===== src/rtl/inst_fetch.sv =====
// Instruction fetch stage: owns the PC, pairs each 1-cycle-latency imem word with its address,
// handles redirect/hold in step with the memory, traps bad addresses into HALT and counts events.
module inst_fetch #(
  parameter logic [31:0] RESET_PC   = 32'h0000_0000,
  parameter int unsigned ADDR_WIDTH = 12,
  parameter logic [31:0] NOP_INST   = 32'h0000_0013
) (
  input  logic        clk,
  input  logic        rst_n,
  input  logic        is_jump,
  input  logic [31:0] jump_target,
  input  logic        is_stoll,
  output logic [31:0] pc,
  input  logic [31:0] imem_inst,
  output logic [31:0] id_inst,
  output logic [31:0] id_pc,
  output logic        id_valid,
  output logic        halted,
  output logic [1:0]  halt_cause,
  output logic [31:0] fetch_cnt,
  output logic [31:0] bubble_cnt,
  output logic [31:0] stall_cnt
);

  localparam logic [0:0] StRun  = 1'b0;
  localparam logic [0:0] StHalt = 1'b1;

  localparam logic [1:0] CauseNone     = 2'd0;
  localparam logic [1:0] CauseMisalign = 2'd1;
  localparam logic [1:0] CauseRange    = 2'd2;
  localparam logic [1:0] CauseOverrun  = 2'd3;

  // One past the last legal byte address; 33 bits so a 32-bit address never wraps past it.
  localparam logic [32:0] AddrLimit = 33'd1 << (ADDR_WIDTH + 2);

  logic [0:0]  state_q, state_d;
  logic [31:0] pc_q, pc_d;
  logic [31:0] id_pc_q, id_pc_d;
  logic        id_valid_q, id_valid_d;
  logic [1:0]  cause_q, cause_d;
  logic [31:0] fetch_cnt_q, fetch_cnt_d;
  logic [31:0] bubble_cnt_q, bubble_cnt_d;
  logic [31:0] stall_cnt_q, stall_cnt_d;

  logic [31:0] pc_next;
  logic        seq_overrun;
  logic        tgt_misaligned;
  logic        tgt_out_of_range;

  function automatic logic [31:0] sat_inc(input logic [31:0] v);
    return (v == 32'hFFFF_FFFF) ? v : v + 32'd1;
  endfunction

  always_comb begin
    pc_next          = pc_q + 32'd4;
    seq_overrun      = ({1'b0, pc_q} + 33'd4) >= AddrLimit;
    tgt_misaligned   = |jump_target[1:0];
    tgt_out_of_range = {1'b0, jump_target} >= AddrLimit;
  end

  always_comb begin
    state_d      = state_q;
    pc_d         = pc_q;
    id_pc_d      = id_pc_q;
    id_valid_d   = id_valid_q;
    cause_d      = cause_q;
    fetch_cnt_d  = fetch_cnt_q;
    bubble_cnt_d = bubble_cnt_q;
    stall_cnt_d  = stall_cnt_q;

    unique case (state_q)
      StRun: begin
        if (is_jump) begin
          // The memory zeroes its output on a jump, so the next slot is always a bubble.
          id_valid_d   = 1'b0;
          bubble_cnt_d = sat_inc(bubble_cnt_q);
          if (tgt_misaligned) begin
            state_d = StHalt;
            cause_d = CauseMisalign;
          end else if (tgt_out_of_range) begin
            state_d = StHalt;
            cause_d = CauseRange;
          end else begin
            pc_d = jump_target;
          end
        end else if (is_stoll) begin
          stall_cnt_d = sat_inc(stall_cnt_q);
        end else begin
          id_pc_d     = pc_q;
          id_valid_d  = 1'b1;
          fetch_cnt_d = sat_inc(fetch_cnt_q);
          // Last word is still delivered; the PC stays on it.
          if (seq_overrun) begin
            state_d = StHalt;
            cause_d = CauseOverrun;
          end else begin
            pc_d = pc_next;
          end
        end
      end
      StHalt: begin
        id_valid_d = 1'b0;
      end
      default: begin
        state_d    = StHalt;
        id_valid_d = 1'b0;
      end
    endcase
  end

  always_ff @(posedge clk) begin
    if (!rst_n) begin
      state_q      <= StRun;
      pc_q         <= RESET_PC;
      id_pc_q      <= 32'd0;
      id_valid_q   <= 1'b0;
      cause_q      <= CauseNone;
      fetch_cnt_q  <= 32'd0;
      bubble_cnt_q <= 32'd0;
      stall_cnt_q  <= 32'd0;
    end else begin
      state_q      <= state_d;
      pc_q         <= pc_d;
      id_pc_q      <= id_pc_d;
      id_valid_q   <= id_valid_d;
      cause_q      <= cause_d;
      fetch_cnt_q  <= fetch_cnt_d;
      bubble_cnt_q <= bubble_cnt_d;
      stall_cnt_q  <= stall_cnt_d;
    end
  end

  assign pc         = pc_q;
  assign id_pc      = id_pc_q;
  assign id_valid   = id_valid_q;
  assign id_inst    = id_valid_q ? imem_inst : NOP_INST;
  assign halted     = (state_q == StHalt);
  assign halt_cause = cause_q;
  assign fetch_cnt  = fetch_cnt_q;
  assign bubble_cnt = bubble_cnt_q;
  assign stall_cnt  = stall_cnt_q;

endmodule


===== config.mk =====
export PLATFORM = sky130hd
export DESIGN_NAME = inst_fetch
export DESIGN_NICKNAME = d
export VERILOG_FILES = /design/src/rtl/inst_fetch.sv
export SDC_FILE = /design/constraint.sdc
export NUM_CORES = 1
export LEC_CHECK = 0
export ABC_AREA = 1
export CAP_MARGIN = 0
export CORE_AREA = 5 5 202 126
export DETAILED_ROUTE_END_ITERATION = 7
export DIE_AREA = 0 0 207 131
export HOLD_SLACK_MARGIN = 0.02
export PLACE_DENSITY = 0.66
export SLEW_MARGIN = 20
export SYNTH_ARGS = -nofsm -noshare
export SYNTH_HDL_FRONTEND = slang
export SYNTH_SLANG_ARGS = --single-unit

===== constraint.sdc =====
create_clock -name clk -period 2.8 [get_ports clk]
set_clock_uncertainty 0.2 [all_clocks]
set_input_delay 0.84 -clock clk [delete_from_list [all_inputs] [get_ports clk]]
set_output_delay 0.84 -clock clk [all_outputs]
set_load 0.02 [all_outputs]

==> flow_summary_export.csv <==
group,metric,value,unit
critical_path,crit_fanout,1,
timing,rsz0062_at_grt,"no",
critical_path,path_cells,"clkdlybuf4s50_1 > nand2_1 > inv_1 > dlygate4sd2_1",
cells_and_area,drive_gt1_frac,0.102,
timing,slew_headroom,0.554,
cts,clock_latency,0.43,ns
route,ant_nets,0,
route,drt_pass1_iterations,5,
synthesis,syn_area_per_cell,6.43,um2
synthesis,synth_seq_cells,164,
die,io_pins,264,
power_and_ir_drop,p_leak,5.18,nW
place,pre_cts_slack,-0.348,ns
cells_and_area,fin_util,0.565,
cells_and_area,final_common_cell,"nand2_1",
grt,grt_pass1_wl,52000,um
synthesis,postSynthCellCount,1424,
die,start_util,0.389,
grt,grt_overflow,0,
synthesis,yosysWarningCount,0,
outcome,status,"complete, no violations",
route,post-route-drc-count,0,
timing,hold_viol,0,
die,die_h,131,um
cells_and_area,most-common-layout-cells,"nand2_1, clkdlybuf4s50_1, nor2_1",
timing,setup_viol,0,
cts,cts_made_buffers,17,
die,core,0.0236,mm2
timing,timing.final.ws_setup,0.0287,ns
critical_path,slowest_stage,"clkdlybuf4s50_1",
die,die_area,0.0271,mm2
synthesis,ys_seq_area_frac,0.358,
critical_path,cp.required,1.76,ns
critical_path,critPathKind,"input port to output pin",
route,route.detailed.wl_per_inst,15.8,um
min_path,hold_path_class,"flop to flop",
timing,worstMarginPinSlew,0.662,ns
cells_and_area,syn2layout_area_growth,45.3,%
critical_path,setup.worst_path.start_class,"input port",
cts,clockBufferDepth,2,
synthesis,ys.flop_type,"dfxtp_1",
timing,fin_crit_sh,0.990,
synthesis,syn_nets,1496,
synthesis,synth-edff-count,0,
timing,period_needed,2.77,ns
die,die_x,207,um
critical_path,reg2reg_slack,0.17,ns
route,num_vias,10400,
critical_path,cpPeakStageDelay,0.45,ns
place,io_buffers,263,
power_and_ir_drop,peakVddDrop,0.000481,V
timing,maxSlewViolCount,0,
cts,cts-root-buf,"clkbuf_16",
critical_path,r2r-end,"pc[6]",
cells_and_area,antenna_cells,0,
critical_path,worstReg2RegStart,"pc[2]",
critical_path,crit_arrival,1.73,ns
cells_and_area,fill_cells,2354,
grt,grt_max_degree,45,
cts,cts_max_level,4,
place,gp_congestion,1.01,
synthesis,syn-cell-area,0.00916,mm2
cells_and_area,fin_nets,1814,
synthesis,ys_types,38,
route,drt_wl_total,32800,um
timing,timing.fmax,0.361,GHz
critical_path,endpoint_kind,"output pin",
die,rows,44,
grt,antenna_found_initial,1,
run,max-cap-violations,0,
grt,grt_pass1_vias,9768,
cts,cts.clk_slew.worst_paths,0.06,ns
power_and_ir_drop,pwr_density_cell,447,mW/mm2
synthesis,async_flop_share,0,
route,avgViaCountPerCell,5.01,
place,post-dp-hpwl,25700,um
cts,clock-sinks,164,
power_and_ir_drop,finalPower,5.95,mW
route,drt_iter0_drc,959,
critical_path,crit_path_start,"imem_inst[27]",
critical_path,endpoint,"id_inst[27]",
cts,cts_tree,"done",
grt,grtUsageTotal,0.236,
critical_path,ff2ff_path_depth,16,
## registers in the layout, indices dropped and copies added (netlist names)
signal      count
halt_cause      2
id_pc          32
bubble_cnt     32
halted          1
stall_cnt      32
id_valid        1
pc             32
fetch_cnt      32
## cells in the mapped netlist, types with 2 or more instances
library cell  instances  share of area
nand2_1             389           0.16
nor2_1              181          0.074
dfxtp_1             164           0.36
inv_1               163          0.067
a21oi_1             111          0.061
o21ai_0              71          0.039
nand3_1              56          0.031
nor3_1               52          0.028
xor2_1               43          0.041
clkbuf_1             29          0.012
nand4_1              27          0.018
nor4_1               26          0.018
a21oi_2              10         0.0096
nand2_2               9         0.0061
nor2_2                9         0.0061
a31oi_1               8         0.0055
xnor2_1               8         0.0076
and3_1                7         0.0048
buf_2                 6         0.0033
nor3b_1               6         0.0049
nor2_4                5         0.0061
buf_1                 4         0.0016
ha_1                  4         0.0055
inv_2                 4         0.0016
nand3b_1              4         0.0033
o21a_1                4         0.0033
buf_6                 3         0.0037
clkinv_1              3         0.0012
mux2i_1               3         0.0033
o21bai_1              3         0.0025
or2_2                 3         0.0020
nand2_8               2         0.0044
nand3_2               2         0.0022
## cells by family (layout without fill, tap and decap cells)
family / Yosys count / after routing / synth area share
XOR/XNOR: 51 / 51 / 0.0488
AND/OR/NAND/NOR: 779 / 779 / 0.371
buffers and inverters: 213 / 542 / 0.0910
flip-flops: 164 / 164 / 0.358
multiplexers: 3 / 3 / 0.00328
adder cells (fa/ha/maj): 4 / 4 / 0.00546
AO/OA/AOI/OAI: 210 / 210 / 0.122
## layer usage
layer,track usage,share of wire,vias to the layer above,wire length [um]
li1,-,-,5232,-
met4,0.0466,0.0099,2,326
met3,0.0713,0.093,27,3060
met5,0,0.00040,-,13
met2,0.367,0.42,438,13800
met1,0.329,0.48,4697,15600
## repair_timing
action,in CTS,in global routing
resized for setup,46,36
buffers inserted,0,1
cloned,0,0
hold buffers,0,0
endpoints found under the setup margin,32,69
pin swaps,0,2
## final cells by class
| type | count | area [um2] | share of cell area |
|---|---|---|---|
| clock inverters | 11 | 184 | 0.0138 |
| repair buffers | 342 | 3250 | 0.244 |
| clock buffers | 19 | 443 | 0.0333 |
| inverters | 170 | 638 | 0.0480 |
| multi-input cells | 1047 | 5090 | 0.382 |
| flip-flops and latches | 164 | 3300 | 0.248 |
| well taps | 322 | 403 | 0.0303 |
## worst min-delay path by stage
stage                   from             to  slack, ns  depth (start not counted)
3_5_place_dp           pc[0]          pc[0]       0.27                          2
3_3_place_gp           pc[0]          pc[0]       0.26                          2
4_1_cts                pc[0]          pc[0]       0.28                          2
5_1_grt                pc[0]          pc[0]       0.30                          2
2_1_floorplan  halt_cause[0]  halt_cause[0]       0.34                          2
6_report               pc[0]          pc[0]       0.28                          2
## critical path: cells and delay by family
family	cells	cell delay (ns)
buf+inv	3	0.84
simple gates	1	0.05
## through the flow
stage | hold slack [ns] | std cells | instance area [um2] | setup TNS, ns
after floorplan | 0.337 | 1424 | 9160 | 0
after global placement | 0.265 | 2044 | 12700 | -10.19
after detailed placement | 0.268 | 2044 | 12700 | -10.78
after CTS | 0.282 | 2074 | 13200 | 0
after global routing | 0.297 | 2075 | 13300 | 0
final | 0.280 | 2075 | 13300 | 0
## report_power, final
| group | switching [mW] | total (mW) | internal (mW) |
|---|---|---|---|
| registers | 0.0693 | 2.48 | 2.41 |
| clock network | 1.00 | 2.59 | 1.59 |
| logic | 0.488 | 0.879 | 0.391 |
| total | 1.56 | 5.95 | 4.39 |
No activity file was read; power rests on OpenSTA's default activity.
